### config.mk
export PLATFORM = sky130hd
export DESIGN_NAME = seq_div_32
export DESIGN_NICKNAME = d
export VERILOG_FILES = /design/src/rtl/seq_div_32.sv
export SDC_FILE = /design/constraint.sdc
export NUM_CORES = 1
export LEC_CHECK = 0
export BUFFER_PORTS_ARGS = -buffer_cell sky130_fd_sc_hd__buf_2
export CAP_MARGIN = 20
export CORE_ASPECT_RATIO = 0.6
export CORE_MARGIN = 5
export CORE_UTILIZATION = 61
export DETAILED_ROUTE_END_ITERATION = 16
export PLACE_DENSITY = 0.9
export RECOVER_POWER = 50
export SLEW_MARGIN = 20
export SYNTH_ARGS = -nofsm -noshare
export SYNTH_HDL_FRONTEND = slang
export SYNTH_SLANG_ARGS = --single-unit
### constraint.sdc
create_clock -name clk -period 5.8 [get_ports clk]
set_clock_uncertainty 0.15 [all_clocks]
set_input_delay 1.16 -clock clk [delete_from_list [all_inputs] [get_ports clk]]
set_output_delay 1.16 -clock clk [all_outputs]
set_load 0.02 [all_outputs]
### src/rtl/seq_div_32.sv
// seq_div_32: sequential 32-bit signed divider.
// Non-restoring, one quotient bit per clock. The result is {remainder, quotient},
// and the remainder takes the sign of the dividend.
// Latency is fixed at 34 clocks from accepting start to done.
// Optional feature: define SEQ_DIV_DBZ_FLAG_EN to add the dbz (divide-by-zero) output.
module seq_div_32 (
    input  logic        clk,
    input  logic        rst_n,
    input  logic        start,
    input  logic [31:0] a,
    input  logic [31:0] b,
    output logic        busy,
    output logic        done,
`ifdef SEQ_DIV_DBZ_FLAG_EN
    output logic        dbz,
`endif
    output logic [63:0] z
);

    typedef enum logic [1:0] {IDLE, RUN, FIXUP, DONE} state_t;

    state_t      state_q, state_d;
    logic [4:0]  cnt_q, cnt_d;       // iteration counter, 0..31
    logic        fix_q, fix_d;       // FIXUP sub-step: 0 = correct remainder, 1 = apply signs
    logic [32:0] p_q, p_d;           // signed partial remainder
    logic [31:0] q_q, q_d;           // dividend magnitude shifting out, quotient shifting in
    logic [31:0] b_q, b_d;           // divisor magnitude
    logic        q_neg_q, q_neg_d;
    logic        r_neg_q, r_neg_d;
    logic        bz_q, bz_d;
    logic        busy_q, busy_d;
    logic        done_q, done_d;
    logic [63:0] z_q, z_d;
`ifdef SEQ_DIV_DBZ_FLAG_EN
    logic        dbz_q, dbz_d;
`endif

    logic [32:0] shifted;
    logic [32:0] p_next;
    logic [31:0] q_fix;
    logic [31:0] r_fix;

    // Next-state and datapath computation for every register.
    always_comb begin
        // NOTE: every signal gets a hold default before the case statement.
        // This means a path that does not assign a signal never infers a latch.
        state_d = state_q;
        cnt_d   = cnt_q;
        fix_d   = fix_q;
        p_d     = p_q;
        q_d     = q_q;
        b_d     = b_q;
        q_neg_d = q_neg_q;
        r_neg_d = r_neg_q;
        bz_d    = bz_q;
        busy_d  = busy_q;
        done_d  = done_q;
        z_d     = z_q;
`ifdef SEQ_DIV_DBZ_FLAG_EN
        dbz_d   = dbz_q;
`endif
        shifted = {p_q[31:0], q_q[31]};
        p_next  = p_q[32] ? shifted + {1'b0, b_q} : shifted - {1'b0, b_q};
        q_fix   = q_neg_q ? (~q_q + 32'd1) : q_q;
        r_fix   = r_neg_q ? (~p_q[31:0] + 32'd1) : p_q[31:0];

        case (state_q)
            IDLE: begin
                if (start) begin
                    state_d = RUN;
                    cnt_d   = 5'd0;
                    fix_d   = 1'b0;
                    p_d     = 33'd0;
                    q_d     = a[31] ? (~a + 32'd1) : a;
                    b_d     = b[31] ? (~b + 32'd1) : b;
                    q_neg_d = a[31] ^ b[31];
                    r_neg_d = a[31];
                    bz_d    = (b == 32'd0);
                    busy_d  = 1'b1;
                end
            end
            RUN: begin
                p_d   = p_next;
                q_d   = {q_q[30:0], ~p_next[32]};
                cnt_d = cnt_q + 5'd1;
                if (cnt_q == 5'd31) begin
                    state_d = FIXUP;
                end
            end
            FIXUP: begin
                if (!fix_q) begin
                    if (p_q[32]) begin
                        p_d = p_q + {1'b0, b_q};
                    end
                    fix_d = 1'b1;
                end else begin
                    // Divide by zero: the remainder already equals |a| and is re-signed to a.
                    // The quotient is forced to all ones.
                    z_d     = {r_fix, bz_q ? 32'hFFFF_FFFF : q_fix};
                    fix_d   = 1'b0;
                    busy_d  = 1'b0;
                    done_d  = 1'b1;
                    state_d = DONE;
`ifdef SEQ_DIV_DBZ_FLAG_EN
                    dbz_d   = bz_q;
`endif
                end
            end
            DONE: begin
                done_d  = 1'b0;
                state_d = IDLE;
`ifdef SEQ_DIV_DBZ_FLAG_EN
                dbz_d   = 1'b0;
`endif
            end
            default: state_d = IDLE;
        endcase
    end

    // State register. An asynchronous reset aborts any operation in flight.
    always_ff @(posedge clk or negedge rst_n) begin
        // NOTE: every flop is reset, including the datapath registers.
        // After reset, no stale operand or partial result can leak into z.
        if (!rst_n) begin
            state_q <= IDLE;
            cnt_q   <= 5'd0;
            fix_q   <= 1'b0;
            p_q     <= 33'd0;
            q_q     <= 32'd0;
            b_q     <= 32'd0;
            q_neg_q <= 1'b0;
            r_neg_q <= 1'b0;
            bz_q    <= 1'b0;
            busy_q  <= 1'b0;
            done_q  <= 1'b0;
            z_q     <= 64'd0;
`ifdef SEQ_DIV_DBZ_FLAG_EN
            dbz_q   <= 1'b0;
`endif
        end else begin
            // NOTE: non-blocking assignments make all flops update together from pre-edge values.
            state_q <= state_d;
            cnt_q   <= cnt_d;
            fix_q   <= fix_d;
            p_q     <= p_d;
            q_q     <= q_d;
            b_q     <= b_d;
            q_neg_q <= q_neg_d;
            r_neg_q <= r_neg_d;
            bz_q    <= bz_d;
            busy_q  <= busy_d;
            done_q  <= done_d;
            z_q     <= z_d;
`ifdef SEQ_DIV_DBZ_FLAG_EN
            dbz_q   <= dbz_d;
`endif
        end
    end

    assign busy = busy_q;
    assign done = done_q;
    assign z    = z_q;
`ifdef SEQ_DIV_DBZ_FLAG_EN
    assign dbz  = dbz_q;
`endif

endmodule

======== After elaboration in Yosys (flattened, before gate mapping) ========
Cells that the tools add are included.
word-level totals
  bits in registers ....................... 174
  output and inout port bits .............. 66
  word-level logic and storage cells ...... 77
operators by class
  add/subtract/negate cells ............... 8
  eq/ne operators ......................... 9
  multiplexer cells ....................... 26
  bitwise operators ....................... 6
  reductions and logical operators ........ 15
operators by type and width
  cell                                            count
  2-to-1 mux 32 bit                               6
  2-to-1 mux 33 bit                               4
  adder 32 x 1 -> 32 bit (second input constant)  4
  NOT 32 bit                                      4
  case mux 33 bit (3 select lines)                1
  adder 33 x 32 -> 33 bit                         2
  case mux 32 bit (2 select lines)                1
  subtractor 33 x 32 -> 33 bit                    1
  zero test 32 bit                                1
  inequality test 2 bit (second input constant)   5
  case mux 5 bit (2 select lines)                 1
  AND reduction 2 bit                             5
  AND reduction 3 bit                             3
  case mux 2 bit (4 select lines)                 1
  2-to-1 mux 2 bit                                3
  case mux 1 bit (2 select lines)                 3
  nonzero test 2 bit                              3
  adder 5 x 1 -> 5 bit (second input constant)    1
  equality test 5 bit (second input constant)     1
  2-to-1 mux 1 bit                                5
  2-to-1 mux 5 bit                                1
  equality test 2 bit (second input constant)     2
  AND reduction 4 bit                             1
  nonzero test 3 bit                              1
  other kinds (4)                                 4

======== Longest topological paths before layout ========
Gate-level depths: netlist of run 1.
  depth after elaboration ................. 5
  gate-level depth with buffers ........... 18
  gate-level depth less buffers ........... 17

======== Worst setup path after synthesis of run 1 ========
Ideal clock, no wire load.
  path type ............................... reg-to-reg
  start ................................... register b_q[1]
  end ..................................... register p_q[27]
  setup time .............................. 0.126 ns
  arrival ................................. 4.210 ns
  slack ................................... 1.314 ns
  cell stages (with the launch flop) ...... 18
  buffers on the path ..................... 0
  clock period less this slack ............ 4.486 ns
  cells stage by stage .................... dfrtp_1 -> inv_1 -> ha_1 -> or3b_2 -> nor3_1 -> nand2_1 -> nor4_4 -> nor2_1 -> xnor2_1 -> ha_1 -> and3_1 -> and2_1 -> a221oi_1 -> o2111ai_1 -> a41oi_1 -> o21ai_0 -> mux2i_1 -> a221o_1
between the ends
  word-level cells in the longest chain between the ends .. 4
  elaborated cells between the ends (all ways) .. 7
  those cells by class .................... add/sub: 3; mux: 4
RTL lines
  what                                  RTL line  RTL
  from (decl)                           27        logic [31:0] b_q, b_d;
  from (signal assigned)                130       b_q <= 32'd0;
  from (signal assigned)                147       b_q <= b_d;
  adder 33 x 32 -> 33 bit               93        p_d = p_q + {1'b0, b_q};
  2-to-1 mux 33 bit                     92        if (p_q[32]) begin
  2-to-1 mux 33 bit                     91        if (!fix_q) begin
  case mux 33 bit (3 select lines) (*)  67        case (state_q)
  to (signal assigned)                  145       p_q <= p_d;
  to (decl)                             25        logic [32:0] p_q, p_d;
Mark *: on every way between the ends. The rest lies on a longest branch, timed or not. The select of a mux whose other input is x is not followed.
A chain may end at the register's enable or synchronous reset.

======== Worst setup path after layout of run 1 ========
Ends and elaborated chain as after synthesis.

==> impl_metrics.env, run 1 <==
export IMPL_outcome="finished with violations"
export IMPL_violations="max-capacitance violations, max-slew violations"
export IMPL_grt_antenna_before_repair=0
export IMPL_min_period_over_period_pct=90.3
export IMPL_critPathCaptureType="register"
export IMPL_async_reset_ff_share_pct=100
export IMPL_dr_pass1_iters=7
export IMPL_cp_required_ns=5.97
export IMPL_clk_pin_slew_ns=0.07
export IMPL_diodes=0
export IMPL_grt_use_total_pct=31.2
export IMPL_worstPathMaxFanout=8
export IMPL_yosysWarnings=0
export IMPL_cts_sinks=174
export IMPL_finalSetupViolCount=0
export IMPL_place_hpwl_mm=30.1
export IMPL_avgRoutedWirePerCell_um=19.8
export IMPL_cts_tree="done"
export IMPL_drt_total_wl_mm=39.8
export IMPL_fin_util_pct=67.9
export IMPL_ys_seq_elements=174
export IMPL_place_gp_congestion=1.03
export IMPL_nNetsFinal=1860
export IMPL_p_per_area_mw_per_mm2=705
export IMPL_core_area_mm2=0.0219
export IMPL_dieArea_mm2=0.0252
export IMPL_num_rows=42
export IMPL_vias=12802
export IMPL_via_per_inst=6.36
export IMPL_synth_area_per_cell_um2=8.27
export IMPL_ys_seq_area_share_pct=32.5
export IMPL_max_freq_ghz=0.191
export IMPL_ios=133
export IMPL_ys_types=71
export IMPL_cts_hold_buf=0
export IMPL_port_buffers=132
export IMPL_ant_nets=0
export IMPL_die_w_um=201
export IMPL_synth_top_flop_cell="dfrtp_1"
export IMPL_grt_pass1_wl_mm=63.7
export IMPL_grt_pass1_vias=11978
export IMPL_slew_headroom_pct=-25.7
export IMPL_htreeDepth=4
export IMPL_maxCapViolCount=2
export IMPL_p_leak_uw=0.00661
export IMPL_yosysMostFrequentCell="nand2_1"
export IMPL_syn_to_final_growth_pct=10.7
export IMPL_synth_top_cell_by_area="dfrtp_1"
export IMPL_synth_edff_count=0
export IMPL_final_hold_viol_count=0
export IMPL_drtIter0Drc=1623
export IMPL_synth_nets=1768
export IMPL_slew_violations=138
export IMPL_criticalPathCategory="register to register"
export IMPL_hold_ws_ns=0.321
export IMPL_setup_tns_ns=0
export IMPL_synth_cells=1623
export IMPL_layout_min_cycle_time_ns=5.24
export IMPL_syn_cell_area_mm2=0.0134
export IMPL_cts_root_buffer="clkbuf_16"
export IMPL_cts_max_path_buffers=2
export IMPL_worst_slew_pin_transition_ns=1.88
export IMPL_cts_resized_gates=0
export IMPL_cts_setup_buffers=0
export IMPL_rsz0062_at_grt="false"
export IMPL_netlist_top_cells_count="nand2_1, o21ai_0, dfrtp_1"
export IMPL_yosys_top_cells_area="dfrtp_1, xor2_1, o21ai_0, ha_1, nand2_1"
export IMPL_initial_core_util_pct=61.4
export IMPL_drive_gt1_share_pct=11.0
export IMPL_hp_class="register to register"
export IMPL_cp_start_kind="register"
export IMPL_grt_max_degree=175
export IMPL_overflow=0
export IMPL_clock_latency_ns=0.45
export IMPL_drcViolationCount=0
export IMPL_yosys_area_top_type_share_pct=32.5
export IMPL_die_y_um=125
export IMPL_arrival_ns=5.41
export IMPL_ir_worst_vdd_mv=0.359
export IMPL_cts_buffers=17
## power by group
part	internal [uW]	switching, uW
clock network	693	492
logic	2550	4010
registers	1780	956
total	5020	5460
## flip-flops by register name (all words and copies together), names as in the netlist
signal and count:
done 1, cnt_q 5, fix_q 1, busy 1
z 64, state_q 2, b_q 32, r_neg_q 1
bz_q 1, p_q 33, q_q 32, q_neg_q 1
## cell families (layout without fill, tap and decap cells)
kind of cell / after synthesis / count (layout) / share of synthesized area (%)
flip-flops: 174 / 174 / 32.5
AO/OA/AOI/OAI: 517 / 517 / 24.1
XOR/XNOR: 196 / 196 / 12.8
adder cells (fa/ha/maj): 78 / 78 / 7.39
buffers and inverters: 112 / 215 / 3.14
multiplexers: 18 / 18 / 1.36
AND/OR/NAND/NOR: 528 / 528 / 18.7
## final cells by class
| cell class | instances | area (um2) |
|---|---|---|
| Clock buffer | 19 | 453 |
| Clock inverter | 11 | 143 |
| Fill cell | 1788 | 7010 |
| Inverter | 42 | 158 |
| Multi-Input combinational cell | 1337 | 8640 |
| Sequential cell | 174 | 4360 |
| Tap cell | 286 | 358 |
| Timing Repair Buffer | 143 | 741 |
## layout by cell type (no fill, tap or decap), types with 22 or more instances in the layout
cell / synthesis / layout
inv_1: 42 / 42
or3_1: 23 / 23
dfrtp_1: 174 / 173
nor3_1: 25 / 25
buf_2: 1 / 120
o21ai_0: 194 / 194
a21o_1: 22 / 22
xor2_1: 130 / 130
a21oi_1: 111 / 111
o41ai_1: 23 / 23
nand3_1: 40 / 40
xnor2_1: 66 / 66
o31ai_1: 37 / 37
nand2_1: 204 / 204
nor2_1: 127 / 127
ha_1: 76 / 75
## per-layer routing
layer	GRT usage, %	wire (um)	up-vias
met4	6.10	475	2
met3	12.8	5780	49
met2	40.2	15100	730
met1	48.1	18400	5956
li1	-	-	6065
met5	1.79	34	-
## path summary, 6_finish.rpt
kind | cells after the start | slack [ns] | start | to
max | 17 | 0.56 | b_q[1] | p_q[27]
min | 2 | 0.32 | z[0] | z[0]
max reg2reg | 17 | 0.56 | b_q[1] | p_q[27]
min reg2reg | 2 | 0.32 | z[0] | z[0]
max in group asynchronous | 2 | 3.84 | rst_n | r_neg_q
min in group asynchronous | 2 | 0.72 | rst_n | z[36]
## worst max-delay path, stage by stage (launching register included)
cell	delay [ns]
dfrtp_1	0.46
inv_1	0.09
ha_1	0.16
or3b_2	0.50
nor3_1	0.46
nand2_1	0.22
nor4_4	0.45
nor2_1	0.10
xnor2_1	0.15
ha_1	0.37
and3_1	0.23
and2_1	0.17
a221oi_1	0.30
o2111ai_1	0.23
a41oi_1	0.44
o21ai_0	0.21
mux2i_1	0.15
a221o_1	0.26
## stage by stage
stage                     setup slack, ns  total power [uW]  std cells  area (um2)
after floorplan                      1.31              7230       1623       13400
after global placement              0.787              8840       1982       14300
after detailed placement            0.695              9040       1982       14300
after CTS                           0.649             10300       2012       14900
after global routing                0.160             11200       2012       14900
final                               0.561             10500       2012       14900
Note: power is estimated with default switching activity, not from simulation.
==> run 2, diff against run 1 <==
--- a/config.mk
+++ b/config.mk
@@ -11,6 +11,7 @@
 export CORE_MARGIN = 5
 export CORE_UTILIZATION = 61
 export DETAILED_ROUTE_END_ITERATION = 16
+export GPL_TIMING_DRIVEN = 0
 export PLACE_DENSITY = 0.9
 export RECOVER_POWER = 50
 export SLEW_MARGIN = 20
==> impl_metrics.env, run 2 (synthesized netlist as in run 1, its figures left out) <==
export IMPL_die_y_um=125
export IMPL_dr_pass1_iters=6
export IMPL_place_gp_congestion=1.01
export IMPL_cts_sinks=174
export IMPL_grt_antenna_before_repair=0
export IMPL_cp_start_kind="register"
export IMPL_core_area_mm2=0.0219
export IMPL_fillers=1760
export IMPL_overflow=0
export IMPL_cts_max_path_buffers=2
export IMPL_clk_pin_slew_ns=0.07
export IMPL_hp_class="register to register"
export IMPL_finalPower_uw=10700
export IMPL_outcome="finished with violations"
export IMPL_slew_violations=78
export IMPL_arrival_ns=5.69
export IMPL_post_place_ws_ns=0.262
export IMPL_rsz0062_at_grt="false"
export IMPL_grt_use_total_pct=34.2
export IMPL_max_freq_ghz=0.181
export IMPL_critPathCaptureType="register"
export IMPL_grt_pass1_vias=12682
export IMPL_ios=133
export IMPL_drt_total_wl_mm=43.8
export IMPL_worst_slew_pin_transition_ns=3.85
export IMPL_cts_buffers=17
export IMPL_htreeDepth=4
export IMPL_avgRoutedWirePerCell_um=21.1
export IMPL_place_hpwl_mm=34.3
export IMPL_p_per_area_mw_per_mm2=711
export IMPL_grt_max_degree=98
export IMPL_crit_chain="inv_1, ha_1, or3b_2, nor3_2, nand2_1, nor4_4, nor2_1, xnor2_1, ha_1, nand4_1, nor4_1, nand3_1, o2111ai_1, a41oi_1, o41ai_1, xnor2_1, o221ai_1"
export IMPL_ir_worst_vdd_mv=0.344
export IMPL_layout_commonest_cell="nand2_1"
export IMPL_vias=13616
export IMPL_finalSetupViolCount=0
export IMPL_grt_pass1_wl_mm=69.1
export IMPL_cts_tree="done"
export IMPL_min_period_over_period_pct=95.4
export IMPL_initial_core_util_pct=61.4
export IMPL_p_leak_uw=0.00660
export IMPL_num_rows=42
export IMPL_layout_min_cycle_time_ns=5.53
export IMPL_cpMaxStageDelayCell="o41ai_1"
export IMPL_maxCapViolCount=1
export IMPL_dieArea_mm2=0.0252
export IMPL_port_buffers=132
export IMPL_via_per_inst=6.57
export IMPL_cts_hold_buf=0
export IMPL_worstPathMaxFanout=8
export IMPL_nNetsFinal=1920
export IMPL_hold_ws_ns=0.329
export IMPL_diodes=0
export IMPL_syn_to_final_growth_pct=12.0
export IMPL_slowest_delay_ns=0.57
export IMPL_multi_input_area_mm2=0.00864
export IMPL_fin_util_pct=68.7
export IMPL_setup_tns_ns=0
export IMPL_cts_root_buffer="clkbuf_16"
export IMPL_violations="max-capacitance violations, max-slew violations"
export IMPL_largest_reg_flops=64
export IMPL_clock_latency_ns=0.45
export IMPL_seq_area_mm2=0.00435
export IMPL_criticalPathCategory="register to register"
export IMPL_drive_gt1_share_pct=9.28
export IMPL_drcViolationCount=0
export IMPL_setup_ws_ns=0.267
export IMPL_slew_headroom_pct=-157
export IMPL_die_w_um=201
export IMPL_final_hold_viol_count=0
export IMPL_cp_required_ns=5.95
export IMPL_final_cell_mix="nand2_1, o21ai_0, dfrtp_1, xor2_1, nor2_1"
export IMPL_drtIter0Drc=1961
export IMPL_ant_nets=0
## run 2: cell count changes in the layout (fill, tap and decap cells not counted), moves of 3 or more
cell      previous run  this run
clkinv_2             4         1
buf_4               10         0
buf_2              120       107
buf_1                0         8
inv_6                0         6
clkbuf_1            12        86
## run 2: final timing paths
check | from | to | slack (ns) | cells past startpoint
worst max-delay path | b_q[1] | p_q[31] | 0.27 | 17
worst min-delay path | z[49] | z[49] | 0.33 | 2
worst max register to register | b_q[1] | p_q[31] | 0.27 | 17
worst min register to register | z[49] | z[49] | 0.33 | 2
max in group asynchronous | rst_n | b_q[19] | 1.20 | 1
min in group asynchronous | rst_n | z[43] | 2.09 | 1
## run 2: worst max-delay path, delay by kind of cell (launching register included)
| kind | cells | cell delay [ns] |
|---|---|---|
| AO/OA/AOI/OAI | 4 | 1.34 |
| flip-flops | 1 | 0.46 |
| buffers and inverters | 1 | 0.09 |
| XOR/XNOR | 2 | 0.41 |
| AND/OR/NAND/NOR | 8 | 2.33 |
| adder cells (fa/ha/maj) | 2 | 0.61 |
## run 2: power breakdown
| group | total, uW | internal (uW) | switching, uW |
|---|---|---|---|
| Combinational | 6860 | 2530 | 4340 |
| Clock | 1150 | 622 | 525 |
| Sequential | 2670 | 1780 | 894 |
## run 2: stage by stage
step,area [um2],std cells
2_1_floorplan,13400,1623
3_3_place_gp,14400,2041
6_report,15000,2074
3_5_place_dp,14500,2042
4_1_cts,15000,2074
5_1_grt,15000,2074
## run 2: metal layers
layer / wire [um] / track usage (%) / share of wire, %
met5: 12 / 0.794 / 0.027
met3: 6680 / 14.4 / 15
met1: 19500 / 51.6 / 44
met4: 694 / 7.95 / 1.6
met2: 17000 / 45.0 / 39
## run 2: area by class of cell
class                   count  area share, %
multi-input cells        1337           57.6
clock buffers              19           3.02
flip-flops and latches    174           29.0
inverters                  42           1.05
well taps                 286           2.38
repair buffers            133           4.41
plain buffers              70           1.76
clock inverters            13          0.841
## run 2: what timing repair did
item | 4_1_cts | 5_1_grt
endpoints found under the setup margin | 0 | 3
setup buffers | 0 | 0
resized for setup | 0 | 1
